[src/rtl/stream_in_port.sv]
// rtl/stream_in_port.sv - AXI4-Stream video receive port feeding the frame write FIFO
// Trims or flags each frame so exactly vactive lines of at most hactive pixels are written.
module stream_in_port #(
  parameter int DSIZE = 24
) (
  input  logic             clock,
  input  logic             rst,
  input  logic [15:0]      vactive,
  input  logic [15:0]      hactive,
  input  logic [DSIZE-1:0] axi_tdata,
  input  logic             axi_tvalid,
  output logic             axi_tready,
  input  logic             axi_tuser,
  input  logic             axi_tlast,
  input  logic             fifo_full,
  output logic             wr_en,
  output logic [DSIZE-1:0] wr_data,
  output logic             falign,
  output logic             lalign,
  output logic             ealign,
  output logic             err_short,
  output logic             err_long,
  output logic             err_sof
);

  typedef enum logic [1:0] {IDLE, LINE, DROP} state_t;

  state_t           state_q, state_d;
  logic [15:0]      h_lat_q, h_lat_d, v_lat_q, v_lat_d;
  logic [15:0]      pix_cnt_q, pix_cnt_d, line_cnt_q, line_cnt_d;
  logic             frame_end_q, frame_end_d;
  logic             long_seen_q, long_seen_d;
  logic             wr_en_q, wr_en_d;
  logic [DSIZE-1:0] wr_data_q, wr_data_d;
  logic             falign_q, falign_d, lalign_q, lalign_d, ealign_q, ealign_d;
  logic             err_short_q, err_short_d, err_long_q, err_long_d, err_sof_q, err_sof_d;

  logic             accept, sof, do_write, cnt_end, tl, last_line;
  logic [15:0]      cur_pix, cur_line, cur_h, cur_v;

  assign axi_tready = ~rst & ((state_q == DROP) | ~fifo_full);
  assign accept     = axi_tvalid & axi_tready;

  always_comb begin
    state_d     = state_q;
    h_lat_d     = h_lat_q;
    v_lat_d     = v_lat_q;
    pix_cnt_d   = pix_cnt_q;
    line_cnt_d  = line_cnt_q;
    frame_end_d = frame_end_q;
    long_seen_d = long_seen_q;
    wr_en_d     = 1'b0;
    wr_data_d   = wr_data_q;
    falign_d    = 1'b0;
    lalign_d    = 1'b0;
    ealign_d    = 1'b0;
    err_short_d = 1'b0;
    err_long_d  = 1'b0;
    err_sof_d   = 1'b0;
    sof         = 1'b0;
    do_write    = 1'b0;
    cnt_end     = 1'b0;
    tl          = 1'b0;
    last_line   = 1'b0;
    cur_pix     = pix_cnt_q;
    cur_line    = line_cnt_q;
    cur_h       = h_lat_q;
    cur_v       = v_lat_q;

    // tuser wins over everything else on the same beat, in any state
    if (accept) begin
      if (axi_tuser) begin
        sof       = 1'b1;
        err_sof_d = (state_q == LINE);
        if (hactive == 16'd0 || vactive == 16'd0) begin
          state_d    = IDLE;
          pix_cnt_d  = 16'd0;
          line_cnt_d = 16'd0;
        end else begin
          do_write = 1'b1;
          h_lat_d  = hactive;
          v_lat_d  = vactive;
          cur_pix  = 16'd0;
          cur_line = 16'd0;
          cur_h    = hactive;
          cur_v    = vactive;
        end
      end else if (state_q == LINE) begin
        do_write = 1'b1;
      end else if (state_q == DROP) begin
        err_long_d  = ~long_seen_q;
        long_seen_d = 1'b1;
        if (axi_tlast) begin
          state_d = frame_end_q ? IDLE : LINE;
        end
      end
    end

    if (do_write) begin
      cnt_end   = (cur_pix == cur_h - 16'd1);
      tl        = axi_tlast & ~sof;
      wr_en_d   = 1'b1;
      wr_data_d = axi_tdata;
      falign_d  = sof;
      if (cnt_end | tl) begin
        last_line   = (cur_line == cur_v - 16'd1);
        lalign_d    = 1'b1;
        ealign_d    = last_line;
        err_short_d = tl & ~cnt_end;
        pix_cnt_d   = 16'd0;
        line_cnt_d  = cur_line + 16'd1;
        // full line without tlast: swallow the rest of the line
        if (cnt_end & ~axi_tlast) begin
          state_d     = DROP;
          frame_end_d = last_line;
          long_seen_d = 1'b0;
        end else begin
          state_d = last_line ? IDLE : LINE;
        end
      end else begin
        pix_cnt_d  = cur_pix + 16'd1;
        line_cnt_d = cur_line;
        state_d    = LINE;
      end
    end
  end

  always_ff @(posedge clock) begin
    if (rst) begin
      state_q     <= IDLE;
      h_lat_q     <= 16'd0;
      v_lat_q     <= 16'd0;
      pix_cnt_q   <= 16'd0;
      line_cnt_q  <= 16'd0;
      frame_end_q <= 1'b0;
      long_seen_q <= 1'b0;
      wr_en_q     <= 1'b0;
      wr_data_q   <= '0;
      falign_q    <= 1'b0;
      lalign_q    <= 1'b0;
      ealign_q    <= 1'b0;
      err_short_q <= 1'b0;
      err_long_q  <= 1'b0;
      err_sof_q   <= 1'b0;
    end else begin
      state_q     <= state_d;
      h_lat_q     <= h_lat_d;
      v_lat_q     <= v_lat_d;
      pix_cnt_q   <= pix_cnt_d;
      line_cnt_q  <= line_cnt_d;
      frame_end_q <= frame_end_d;
      long_seen_q <= long_seen_d;
      wr_en_q     <= wr_en_d;
      wr_data_q   <= wr_data_d;
      falign_q    <= falign_d;
      lalign_q    <= lalign_d;
      ealign_q    <= ealign_d;
      err_short_q <= err_short_d;
      err_long_q  <= err_long_d;
      err_sof_q   <= err_sof_d;
    end
  end

  assign wr_en     = wr_en_q;
  assign wr_data   = wr_data_q;
  assign falign    = falign_q;
  assign lalign    = lalign_q;
  assign ealign    = ealign_q;
  assign err_short = err_short_q;
  assign err_long  = err_long_q;
  assign err_sof   = err_sof_q;

endmodule

[config.mk]
export PLATFORM = sky130hd
export DESIGN_NAME = stream_in_port
export DESIGN_NICKNAME = d
export VERILOG_FILES = /design/src/rtl/stream_in_port.sv
export SDC_FILE = /design/constraint.sdc
export NUM_CORES = 1
export LEC_CHECK = 0
export BUFFER_PORTS_ARGS = -buffer_cell sky130_fd_sc_hd__buf_4
export CORE_UTILIZATION = 59
export CTS_BUF_LIST = sky130_fd_sc_hd__clkbuf_8
export CTS_CLUSTER_DIAMETER = 30
export DETAILED_ROUTE_END_ITERATION = 6
export PLACE_DENSITY = 0.83
export SKIP_LAST_GASP = 1
export SYNTH_ARGS = -nofsm -noshare
export SYNTH_HDL_FRONTEND = slang
export SYNTH_SLANG_ARGS = --single-unit
[constraint.sdc]
create_clock -name clock -period 6.9 [get_ports clock]
set_input_delay 0.345 -clock clock [delete_from_list [all_inputs] [get_ports clock]]
set_output_delay 0.345 -clock clock [all_outputs]
set_load 0.05 [all_outputs]
* After elaboration in Yosys (flattened, before gate mapping)
Index checks and enable logic that the tools add are counted.
** Storage, ports and cells
- Register bits :: 99
- Bits of input ports :: 62
- Output and inout port bits :: 32
- Logic and storage cells :: 103
** Operators by class
- $add $sub $neg :: 4
- Equal/unequal tests :: 6
- Multiplexer cells :: 45
- Bitwise operators :: 18
- Reduce and logical (&&, ||, !) cells :: 15
** Operators with widths (number)
- 16-bit 2-to-1 mux :: 19
- 16-bit by 1-bit adder with 16-bit output, second input constant :: 2
- 16-bit equality test :: 2
- 16-bit logical NOT :: 2
- 16-bit by 1-bit subtractor with 16-bit output, second input constant :: 2
- 2-bit 2-to-1 mux :: 9
- 1-bit 2-to-1 mux :: 17
- 1-bit NOT :: 11
- 3-bit AND reduction :: 2
- 2-bit nonzero test :: 3
- 3-bit nonzero test :: 2
- 3-bit OR reduction :: 2
- 1-bit bitwise AND :: 5
- 5-bit AND reduction :: 1
- 5-bit OR reduction :: 1
- 3-bit by 1-bit != test with 1-bit output, second input constant :: 1
- 3-bit != test, second input constant :: 1
- 2-bit by 1-bit equality test with 1-bit output, second input constant :: 1
- 2-bit equality test, second input constant :: 1
- 1-bit OR :: 2
- 2-bit OR reduction :: 1
- 1-bit logical OR :: 1

* Logic depth before layout (Yosys ltp)
Gate-level depths: netlist (run 1).
- Depth in word-level cells :: 11
- Mapped depth :: 21
- Depth with buffers taken out :: 15

* Worst setup path before layout (run 1)
Ideal clock, no wire load.
- Kind :: input to register
- Start :: input port vactive[4]
- End :: register line_cnt_q[5]
- Library setup time :: 0.131 ns
- Data arrival time :: 5.437 ns
- Slack :: 1.332 ns
- Stages on the path :: 21
- Path through :: or4_4 or4_4 o22a_4 nand2_8 buf_2 clkbuf_1 buf_2 mux2i_1 ha_1 clkbuf_1 or3b_2 or4_1 o32ai_1 a31o_2 a31o_1 o2111a_1 a21oi_2 buf_4 buf_6 o311ai_2 o41ai_2
** On the way
- Longest elaborated chain between the ends :: 10
- Elaborated cells between the ends (all ways) :: 24
- Classes of those cells :: add/sub: 2; eq/ne: 1; mux: 14; bitwise: 1; reduce/logical: 6
** RTL lines
- start: declaration :: line 8 : input logic [15:0] vactive,
- 16-bit logical NOT (*) :: line 75 : if (hactive == 16'd0 || vactive == 16'd0) begin
- 1-bit logical OR (*) :: line 75
- 16-bit 2-to-1 mux (2 in a row)
- 16-bit 2-to-1 mux :: line 71 : if (accept) begin
- 16-bit by 1-bit subtractor with 16-bit output :: line 100 : cnt_end = (cur_pix == cur_h - 16'd1);
- 16-bit equality test :: line 100
- 1-bit OR :: line 105 : if (cnt_end | tl) begin
- 16-bit 2-to-1 mux :: line 105
- 16-bit 2-to-1 mux :: line 99 : if (do_write) begin
- end signal: assignment :: line 150 : line_cnt_q <= line_cnt_d;
- end: declaration :: line 30 : logic [15:0] pix_cnt_q, pix_cnt_d, line_cnt_q, line_cnt_d;
Every way passes the cells marked *; elsewhere a longest branch is shown, timed or not.
A chain may end at the register's enable or synchronous reset.

* Worst setup path after layout (run 1)
- Start :: register state_q[1]
- End :: register line_cnt_q[12]
** On the way
- Longest elaborated chain between the ends :: 10
- Elaborated cells between the ends (all ways) :: 24
- Classes of those cells :: add/sub: 2; eq/ne: 3; mux: 9; bitwise: 6; reduce/logical: 4
** RTL lines
- start: declaration :: line 28 : state_t state_q, state_d;
- start signal: assignment :: line 146 : state_q <= state_d;
- 2-bit equality test :: line 41 : assign axi_tready = ~rst & ((state_q == DROP) | ~fifo_full);
- 1-bit OR :: line 41
- 1-bit bitwise AND :: line 41
- 1-bit bitwise AND :: line 42 : assign accept = axi_tvalid & axi_tready;
- 16-bit 2-to-1 mux / 1-bit 2-to-1 mux (equally long branches) :: line 71
- 16-bit by 1-bit subtractor with 16-bit output / 1-bit NOT (equally long branches) :: line 100, 101
- 16-bit equality test / 1-bit bitwise AND (equally long branches) :: line 100, 101
- 1-bit OR :: line 105
- 16-bit 2-to-1 mux :: line 105
- 16-bit 2-to-1 mux :: line 99
Parallel ways exist; a longest one is shown, timed or not.

==> key figures, run 1 <==
Status
  • Status: finished clean

Power and ir drop
  • IR drop worst, VDD: 0.199 mV
  • Power Total: approximately 1.2 mW
  • Pleak: ~2.6 nW
  • Pwr dens: 177 nW/µm²

Setup path
  • Worst-path cell chain: nand2b_1 -> a21oi_1 -> and2_1 -> nand2_8 -> mux2i_1 -> ha_1 -> nor3b_1 -> a21boi_0 -> o32ai_1 -> a31o_2 -> a31o_1 -> o2111a_1 -> a21oi_2 -> buf_4 -> or4_1 -> a31oi_1
  • Critical path type: flop to flop
  • Nature of the critical path startpoint: flop
  • Worst path slowest cell: nor3b_1
  • CP arrival: approximately 6 ns
  • Critical Path RT: 7.22 ns
  • Crit-path leading delay family: simple AND/OR/NAND/NOR gates
  • CP Buf/Inv Count: 1
  • Worst path max stage delay: between 0.6 and 0.7 ns
  • Setup crit end kind: flop
  • Critical Path Fanout Max: 63

Global routing
  • Overflow after GRT: 0
  • Total track usage: 32.9%
  • Pin count of the biggest net entering global routing: 67
  • Global-route wire length before repair: 26.6 mm
  • Vias in the first global route: roughly 5.6k
  • Initial antenna violation count: 0

STA
  • Final Hold Fails: 0
  • Setup ws final: 1.30 ns
  • Fin crit period: roughly 5.6 ns
  • Final period util: 81.2%
  • RSZ-0062 raised after global routing: false
  • Slew Viols, Final: 0
  • Setup_tns: 0 ns
  • Clk_skew: 0.0150 ns
  • Normalized max-slew margin: 35.8%
  • Worst Hold Slack: 0.175 ns
  • Worst Max-Slew Pin Slew: 0.938 ns
  • Endpoints failing setup: 0
  • Peak Freq: 178 MHz

Clock network
  • Clock-pin slew on the worst setup and hold paths: 0.11 ns
  • Postcts setup bufs: 0
  • TritonCTS Sinks: 99
  • CTS Buf Count: 9
  • H-tree levels: 3
  • Root buf cell: clkbuf_8
  • Post-CTS sizing: 0
  • CTS tree: yes
  • CTS Hold Bufs: 0
  • Clk_lat worst skew: 0.39 ns
  • CTS max path bufs: 2

Logic synthesis
  • EDFF count, synth: 0
  • Register area share after synthesis: between 30% and 40%
  • Warnings, synthesis: 0
  • Unique cell type count in the Yosys netlist: between 70 and 80
  • Ys flop type: dfxtp_1
  • Avg Inst Size Synth: 7.61 µm²
  • Yosys reg bits: 99
  • Syn Nets: between 800 and 900
  • Post-Syn Area: 5880 µm²
  • Asr flop ratio synth: 0%
  • Mapped Cells: 773

Detailed routing
  • Drc violations: 0
  • Routed WL per cell: 16.8 µm
  • Routed vias: 5989
  • Final ANT Viol Nets: 0
  • WL final: between 15 and 20 mm
  • Avg Vias per Cell: ~6
  • Drt initial violations: 496
  • DR pass1 iterations: 5

Floorplanning
  • Die Area: 10400 µm²
  • Row cnt: 36
  • Initial core utilization: between 60 and 70%
  • Top Ports: 94
  • Chip Width: 102 µm
  • Core box area: between 9000 and 10000 µm²
  • Die H: 102 µm

Hold path
  • Hold WC Path Type: input pin to flop

Place
  • Gpl congestion: 0.952
  • Number of I/O port buffers: 93
  • Dpl ws: approximately 1.1 ns
  • DP Area: approximately 6600 µm²
  • Detail Placement HPWL: 11.6 mm
  • Cells after DPL: 957

Layout
  • Final Non-Filler Cells: 973
  • Net total in the final layout: roughly 900
  • Final Cell Area: 6790 µm²
  • Core Util, Final: 69.7%
  • # diodes: 0
  • Area Overhead vs Synth: 15.4%
  • Share of cells above drive strength 1: 16.2%

Flow run
  • Max cap viols: 0
## flip-flops by register name (all words and copies together), names as in the netlist
register and cells:
lalign 1, ealign 1, err_short 1, err_sof 1, state_q 2, wr_data 24, err_long 1, falign 1
frame_end_q 1, wr_en 1, pix_cnt_q 16, long_seen_q 1, line_cnt_q 16, v_lat_q 16, h_lat_q 16
## layout make-up
type	instances	area, µm²
timing repair buffer	98	736
multi-input combinational	612	3640
clock inverter	7	81.3
clock buffer	9	124
tap	133	166
inverter	15	58.8
sequential	99	1980
fill	818	2940
## routing by layer
metal / vias to the layer above / share of wire [%] / global-route usage (%)
li1: 2900 / - / -
met1: 2740 / 42 / 42.4
met2: 301 / 46 / 51.4
met3: 48 / 8.9 / 8.96
met4: 0 / 3.4 / 15.8
met5: - / 0 / 0
## power by group
part | switching [mW] | total (mW) | internal, mW
Combinational | 0.121 | 0.204 | 0.0828
Sequential | 0.0110 | 0.593 | 0.583
Clock | 0.228 | 0.401 | 0.173
## path summary, 6_finish.rpt
kind | depth (start not counted) | slack (ns) | endpoint | start
setup reg to reg | 16 | 1.30 | line_cnt_q[12] | state_q[1]
setup / recovery | 16 | 1.30 | line_cnt_q[12] | state_q[1]
hold reg to reg | 1 | 0.43 | err_long | long_seen_q
hold / removal | 2 | 0.17 | err_long | axi_tuser
## logic make-up after synthesis
family                   synth area share, %
adder cells (fa/ha/maj)                0.851
buffers and inverters                   4.45
AO/OA/AOI/OAI                           19.9
flip-flops                              33.7
multiplexers                            2.40
XOR/XNOR                                8.19
AND/OR/NAND/NOR                         30.5
## cell usage after synthesis, types with 3 or more instances
cell,instances,share of area (%)
buf_2,6,0.51
o2111ai_1,5,0.74
nor4_1,15,1.6
a21oi_1,82,7.0
nand4_1,10,1.1
ha_1,4,0.85
o21ai_0,19,1.6
xnor2_1,36,5.4
or2_2,3,0.32
and2_1,10,1.1
or3_1,4,0.43
nand4b_1,7,1.0
and3_1,10,1.1
nand2_1,156,10
o22ai_1,5,0.53
o21a_1,3,0.38
inv_1,13,0.83
and4_1,3,0.45
o31ai_1,5,0.64
o211ai_1,9,1.1
nand2b_1,13,1.4
nor3_1,31,2.6
xor2_1,19,2.8
nor2_1,37,2.4
buf_1,5,0.32
dfxtp_1,99,34
clkbuf_1,33,2.1
or4_1,12,1.5
a31oi_1,13,1.4
nor3b_1,5,0.64
nand3_1,30,2.6
mux2i_1,13,2.2
a21o_1,3,0.38
## layout by cell type, fill, tap and decap left out, types with 3 or more instances in the layout
master	synthesis	final
a21o_1	3	3
a21oi_1	82	82
a31oi_1	13	13
and2_1	10	10
and3_1	10	10
and4_1	3	3
buf_4	1	98
clkbuf_8	0	9
dfxtp_1	99	99
ha_1	4	4
inv_1	13	13
mux2i_1	13	13
nand2_1	156	156
nand2b_1	13	13
nand3_1	30	30
nand4_1	10	10
nand4b_1	7	7
nor2_1	37	37
nor3_1	31	31
nor3b_1	5	5
nor4_1	15	15
o2111ai_1	5	5
o211ai_1	9	9
o21a_1	3	3
o21ai_0	19	19
o22ai_1	5	5
o31ai_1	5	5
or2_2	3	3
or3_1	4	4
or4_1	12	12
xnor2_1	36	36
xor2_1	19	19
Note: power is estimated with default switching activity, not from simulation.
==> run 2: changes to the inputs <==
--- a/config.mk
+++ b/config.mk
@@ -6,11 +6,11 @@
 export NUM_CORES = 1
 export LEC_CHECK = 0
 export BUFFER_PORTS_ARGS = -buffer_cell sky130_fd_sc_hd__buf_4
-export CORE_UTILIZATION = 59
+export CORE_UTILIZATION = 53
 export CTS_BUF_LIST = sky130_fd_sc_hd__clkbuf_8
 export CTS_CLUSTER_DIAMETER = 30
 export DETAILED_ROUTE_END_ITERATION = 6
-export PLACE_DENSITY = 0.83
+export PLACE_DENSITY = 0.78
 export SKIP_LAST_GASP = 1
 export SYNTH_ARGS = -nofsm -noshare
 export SYNTH_HDL_FRONTEND = slang
==> constraint.sdc (replaced) <==
create_clock -name clock -period 5 [get_ports clock]
set_input_delay 0.25 -clock clock [delete_from_list [all_inputs] [get_ports clock]]
set_output_delay 0.25 -clock clock [all_outputs]
set_load 0.05 [all_outputs]
==> key figures, run 2 (synthesis results as in run 1) <==
Global routing
  • Overflow after GRT: 0 (unchanged)
  • Total track usage: 29.4% (-3.5 points)
  • Vias in the first global route: 5602 (-0.25%)
  • Initial antenna violation count: 0 (unchanged)
  • Global-route wire length before repair: 26.9 mm (+0.83%)
  • Pin count of the biggest net entering global routing: 66 (-1.5%)

STA
  • RSZ-0062 raised after global routing: false
  • Final Hold Fails: 0 (unchanged)
  • Worst Max-Slew Pin Slew: 0.899 ns (-0.0397 ns)
  • Slew Viols, Final: 0 (unchanged)
  • Endpoints failing setup: 0 (unchanged)
  • Fin crit period: 4.57 ns
  • Final period util: 91.4%
  • Clk_skew: 0.0109 ns (-0.00413 ns)
  • Normalized max-slew margin: 40.1% (+4.3 points)
  • Peak Freq: 219 MHz
  • Setup_tns: 0 ns (unchanged)

Layout
  • Core Util, Final: 63.8% (-5.9 points)
  • Most frequent cells in the layout: nand2_1, buf_4, dfxtp_1
  • # diodes: 0 (unchanged)
  • Final Non-Filler Cells: 990 (+1.7%)
  • Net total in the final layout: 912 (+1.2%)
  • Max reg flops: 24 (unchanged)
  • Commonest non-fill, non-tap cell in the layout: nand2_1
  • Area Overhead vs Synth: 17.6%
  • Share of cells above drive strength 1: 17.4% (+1.2 points)

Place
  • Number of I/O port buffers: 93 (unchanged)
  • Detail Placement HPWL: 11.6 mm (+0.35%)
  • Gpl congestion: 0.957 (+0.53%)
  • Cells after DPL: 975 (+1.9%)

Floorplanning
  • Chip Width: 107 µm (+5.4%)
  • Core box area: 10800 µm² (+11%)
  • Initial core utilization: 54.2% (-6.2 points)
  • Die Area: 11500 µm² (+11%)
  • Top Ports: 94 (unchanged)
  • Die H: 107 µm (+5.4%)
  • Row cnt: 38 (+5.6%)

Status
  • Status: finished clean

Detailed routing
  • Drt initial violations: 587 (+18%)
  • Routed vias: 6072 (+1.4%)
  • WL final: 16.6 mm (+1.5%)
  • Final ANT Viol Nets: 0 (unchanged)
  • Drc violations: 0 (unchanged)
  • DR pass1 iterations: 5 (unchanged)
  • Avg Vias per Cell: 6.13 (-0.36%)
  • Routed WL per cell: 16.8 µm (-0.20%)

Setup path
  • Critical path type: input pin to flop
  • Critical Path Fanout Max: 27 (-57%)
  • Setup crit end kind: flop
  • Critical Path RT: 5.32 ns (-1.90 ns)
  • CP arrival: 4.89 ns (-1.04 ns)
  • Nature of the critical path startpoint: input pin

Clock network
  • CTS tree: yes
  • Clk_lat worst skew: 0.39 ns (about the same)
  • CTS Hold Bufs: 0 (unchanged)
  • Clock-pin slew on the worst setup and hold paths: 0.10 ns (about the same)
  • Root buf cell: clkbuf_8
  • CTS Buf Count: 9 (unchanged)
  • Postcts setup bufs: 0 (unchanged)
  • H-tree levels: 3 (unchanged)
  • TritonCTS Sinks: 99 (unchanged)
  • CTS max path bufs: 2 (unchanged)
  • Post-CTS sizing: 0 (unchanged)

Power and ir drop
  • Clock power share: 34.8% (+1.4 points)
  • IR drop worst, VDD: 0.206 mV (+3.3%)
  • P_sw: 0.492 mW (+36%)
  • Pwr dens: 246 nW/µm² (+39%)
  • Pleak: 2.63 nW (+2.6%)
  • Cell internal pwr: 1.21 mW (+44%)
  • Sw Ratio: 28.9% (-1.2 points)
  • Flop pwr share: 48.1% (-1.4 points)
  • Comb pwr share: 17.1% (about the same)

Flow run
  • Max cap viols: 0 (unchanged)

Hold path
  • Hold WC Path Type: input pin to flop
[run 2: worst paths after layout]
path / startpoint / to / slack, ns / depth (start not counted)
worst max register to register: state_q[1] / line_cnt_q[8] / 0.43 / 16
worst min-delay path: axi_tuser / err_long / 0.08 / 2
worst max-delay path: vactive[4] / line_cnt_q[8] / 0.43 / 17
worst min register to register: long_seen_q / err_long / 0.42 / 1
[run 2: routing by layer]
layer	part of all wire, %	GRT usage, %	routed length [µm]	vias to the layer above
li1	-	-	-	2913
met4	1.9	10.1	312	0
met3	8.3	8.23	1390	32
met2	46	45.9	7570	276
met1	44	39.0	7350	2851
met5	0	0	0	-
[run 2: metrics by stage]
stage	worst slack [ns]	total power, mW	hold slack, ns	area, µm²
6_report	0.428	1.70	0.0847	6920
5_1_grt	0.209	1.77	0.0746	6920
4_1_cts	0.473	1.71	0.0665	6920
3_5_place_dp	0.0827	1.12	0.414	6690
3_3_place_gp	0.133	1.12	0.418	6690
2_1_floorplan	0.0183	1.02	0.386	5930
[run 2: final cells by class]
| type | instances | area, µm² |
|---|---|---|
| tap | 140 | 175 |
| clock inverter | 6 | 98.8 |
| multi-input combinational | 612 | 3650 |
| fill | 934 | 3920 |
| clock buffer | 9 | 124 |
| timing repair buffer | 109 | 831 |
| inverter | 15 | 58.8 |
| sequential | 99 | 1980 |
[run 2: critical path, cell delays in order]
cell	delay, ns
buf_4	0.12
or4_4	0.55
or4_4	0.57
o22a_4	0.27
nand2_8	0.08
mux2i_1	0.25
ha_2	0.23
or3b_4	0.40
or4_1	0.48
o32ai_1	0.14
a31o_2	0.14
a31o_1	0.15
o2111a_1	0.29
a21oi_2	0.11
buf_12	0.18
or4_1	0.50
a31oi_1	0.17
[run 2: power groups by stage]
| stage | clock network (mW) | logic, mW | registers [mW] |
|---|---|---|---|
| final | 0.592 | 0.291 | 0.820 |
| after global routing | 0.628 | 0.316 | 0.821 |
| after CTS | 0.600 | 0.288 | 0.819 |
| after detailed placement | 0 | 0.287 | 0.837 |
| after global placement | 0 | 0.280 | 0.836 |
| after floorplan | 0 | 0.165 | 0.858 |
==> run 3: changes to the inputs <==
--- a/config.mk
+++ b/config.mk
@@ -6,6 +6,7 @@
 export NUM_CORES = 1
 export LEC_CHECK = 0
 export BUFFER_PORTS_ARGS = -buffer_cell sky130_fd_sc_hd__buf_4
+export CORE_MARGIN = 2
 export CORE_UTILIZATION = 53
 export CTS_BUF_LIST = sky130_fd_sc_hd__clkbuf_8
 export CTS_CLUSTER_DIAMETER = 30
==> key figures, run 3 (synthesis results as in run 1) <==
Status
  • Status: finished clean

STA
  • Worst Max-Slew Pin Slew: 0.872 ns (-0.0270 ns)
  • Fin crit period: 4.76 ns (+0.187 ns)
  • Clk_skew: 0.0145 ns (+0.00365 ns)
  • Worst Hold Slack: 0.0888 ns (+0.00410 ns)
  • Final period util: 95.2% (+3.7 points)
  • Normalized max-slew margin: 41.9% (+1.8 points)
  • Endpoints failing setup: 0 (unchanged)
  • Final Hold Fails: 0 (unchanged)
  • RSZ-0062 raised after global routing: false
  • Slew Viols, Final: 0 (unchanged)
  • Peak Freq: 210 MHz (-3.9%)

Clock network
  • CTS max path bufs: 2 (unchanged)
  • Post-CTS sizing: 0 (unchanged)
  • Clk_lat worst skew: 0.39 ns (about the same)
  • TritonCTS Sinks: 99 (unchanged)
  • H-tree levels: 3 (unchanged)
  • CTS Hold Bufs: 0 (unchanged)
  • CTS Buf Count: 9 (unchanged)
  • Postcts setup bufs: 0 (unchanged)
  • Root buf cell: clkbuf_8
  • Clock-pin slew on the worst setup and hold paths: 0.10 ns (about the same)
  • CTS tree: yes

Global routing
  • Initial antenna violation count: 0 (unchanged)
  • Vias in the first global route: 5732 (+2.3%)
  • Total track usage: 29.1% (-0.33 points)
  • Overflow after GRT: 0 (unchanged)
  • Pin count of the biggest net entering global routing: 66 (unchanged)
  • Global-route wire length before repair: 27.6 mm (+2.6%)

Layout
  • Fillers: 978 (+4.7%)
  • Most frequent cells in the layout: nand2_1, buf_4, dfxtp_1
  • Share of cells above drive strength 1: 17.1% (-0.31 points)
  • Commonest non-fill, non-tap cell in the layout: nand2_1
  • # diodes: 0 (unchanged)
  • Area Overhead vs Synth: 16.4%
  • Net total in the final layout: 910 (-0.22%)
  • Core Util, Final: 63.1% (-0.67 points)
  • Max reg flops: 24 (unchanged)

Setup path
  • Worst path slowest cell: or4_4
  • Cell count of the worst reg-to-reg path: 16 (unchanged)
  • R2R Path Start: state_q[1]
  • Reg2reg end: line_cnt_q[12]
  • Crit-path leading delay family: simple AND/OR/NAND/NOR gates
  • Critical Path Fanout Max: 27 (unchanged)
  • Critical path type: input pin to flop
  • Reg2Reg Setup Slack: 0.34 ns (-0.09 ns)
  • Worst path max stage delay: 0.58 ns (about the same)
  • CP Buf/Inv Count: 2 (unchanged)
  • Setup crit end kind: flop
  • CP arrival: 5.07 ns (+0.18 ns)
  • Nature of the critical path startpoint: input pin
  • Critical Path RT: 5.31 ns (about the same)
  • Worst-path cell chain: buf_4 -> or4_4 -> or4_4 -> o22a_4 -> nand2_8 -> mux2i_1 -> ha_2 -> or3b_4 -> or4_1 -> o32ai_1 -> a31o_2 -> a31o_1 -> o2111a_1 -> a21oi_2 -> buf_12 -> or4_1 -> a31oi_1

Detailed routing
  • Avg Vias per Cell: 6.11 (-0.44%)
  • WL final: 16.8 mm (+1.3%)
  • Drc violations: 0 (unchanged)
  • Met2 routed WL: 7.63 mm (+0.69%)
  • DR pass1 iterations: 5 (unchanged)
  • Routed WL per cell: 17.1 µm (+1.5%)
  • Highest routed layer: met4
  • Final ANT Viol Nets: 0 (unchanged)
  • Routed met3 length: 1.45 mm (+4.5%)
  • M1 wire length: 7.42 mm (+0.88%)
  • Drt initial violations: 604 (+2.9%)
  • Routed vias: 6033 (-0.64%)

Power and ir drop
  • Pleak: 2.59 nW (-1.4%)
  • Power Total: 1.59 mW (-6.8%)
  • IR drop worst, VDD: 0.243 mV (+18%)
  • Pwr dens: 232 nW/µm² (-5.8%)

Hold path
  • Hold Path Stages: 2 (unchanged)
  • Hold path endpoint: err_long
  • Hold WC Path Type: input pin to flop
  • Worst hold start: axi_tuser

Floorplanning
  • Row cnt: 38 (unchanged)
  • Chip Width: 109 µm (+1.9%)
  • Top Ports: 94 (unchanged)
  • Initial core utilization: 54.2% (unchanged)
  • Die H: 109 µm (+1.9%)
  • Core box area: 10800 µm² (unchanged)
  • Die Area: 12000 µm² (+3.8%)

Place
  • Gpl congestion: 0.973 (+1.7%)
  • Detail Placement HPWL: 11.9 mm (+2.0%)
  • Number of I/O port buffers: 93 (unchanged)

Flow run
  • Max cap viols: 0 (unchanged)
[run 3: changes by cell type in the layout (fill, tap and decap cells not counted), moves of 2 or more]
cell	delta
buf_4	-2
inv_6	+2
inv_8	-2
bufinv_16	-2
[run 3: final cells by class]
type                    instances  area (µm²)  share of cell area, %
clock inverters                 6        41.3                  0.603
well taps                     140         175                   2.56
multi-input cells             612        3650                   53.3
clock buffers                   9         124                   1.81
inverters                      15        58.8                  0.859
flip-flops and latches         99        1980                   29.0
repair buffers                107         816                   11.9
[run 3: routing by layer]
metal	vias to the layer above	track usage (%)
met5	-	0
met4	0	9.95
met3	39	7.23
met2	260	45.9
met1	2817	38.9
li1	2917	-
[run 3: power by group]
| group | internal [mW] | switching (mW) | total (mW) | leakage [nW] |
|---|---|---|---|---|
| clock | 0.179 | 0.299 | 0.478 | 0.0833 |
| combinational | 0.121 | 0.169 | 0.290 | 1.71 |
| sequential | 0.804 | 0.0155 | 0.819 | 0.801 |
[run 3: how the worst max path moves through the flow]
stage | cells past startpoint | endpoint | startpoint
2_1_floorplan | 21 | line_cnt_q[5] | vactive[4]
3_3_place_gp | 17 | line_cnt_q[12] | vactive[4]
3_5_place_dp | 17 | line_cnt_q[12] | vactive[4]
4_1_cts | 17 | line_cnt_q[12] | vactive[4]
5_1_grt | 17 | line_cnt_q[12] | vactive[4]
6_report | 17 | line_cnt_q[12] | vactive[4]
[run 3: metrics by stage]
step | instance area (µm²) | std cells | setup slack, ns | setup TNS, ns
floorplan | 5930 | 773 | 0.0183 | 0
global placement | 6680 | 973 | 0.0510 | 0
detailed placement | 6680 | 973 | -0.0453 | -0.0853
CTS | 6840 | 988 | 0.298 | 0
global route | 6840 | 988 | 0.0535 | 0
finish | 6840 | 988 | 0.240 | 0
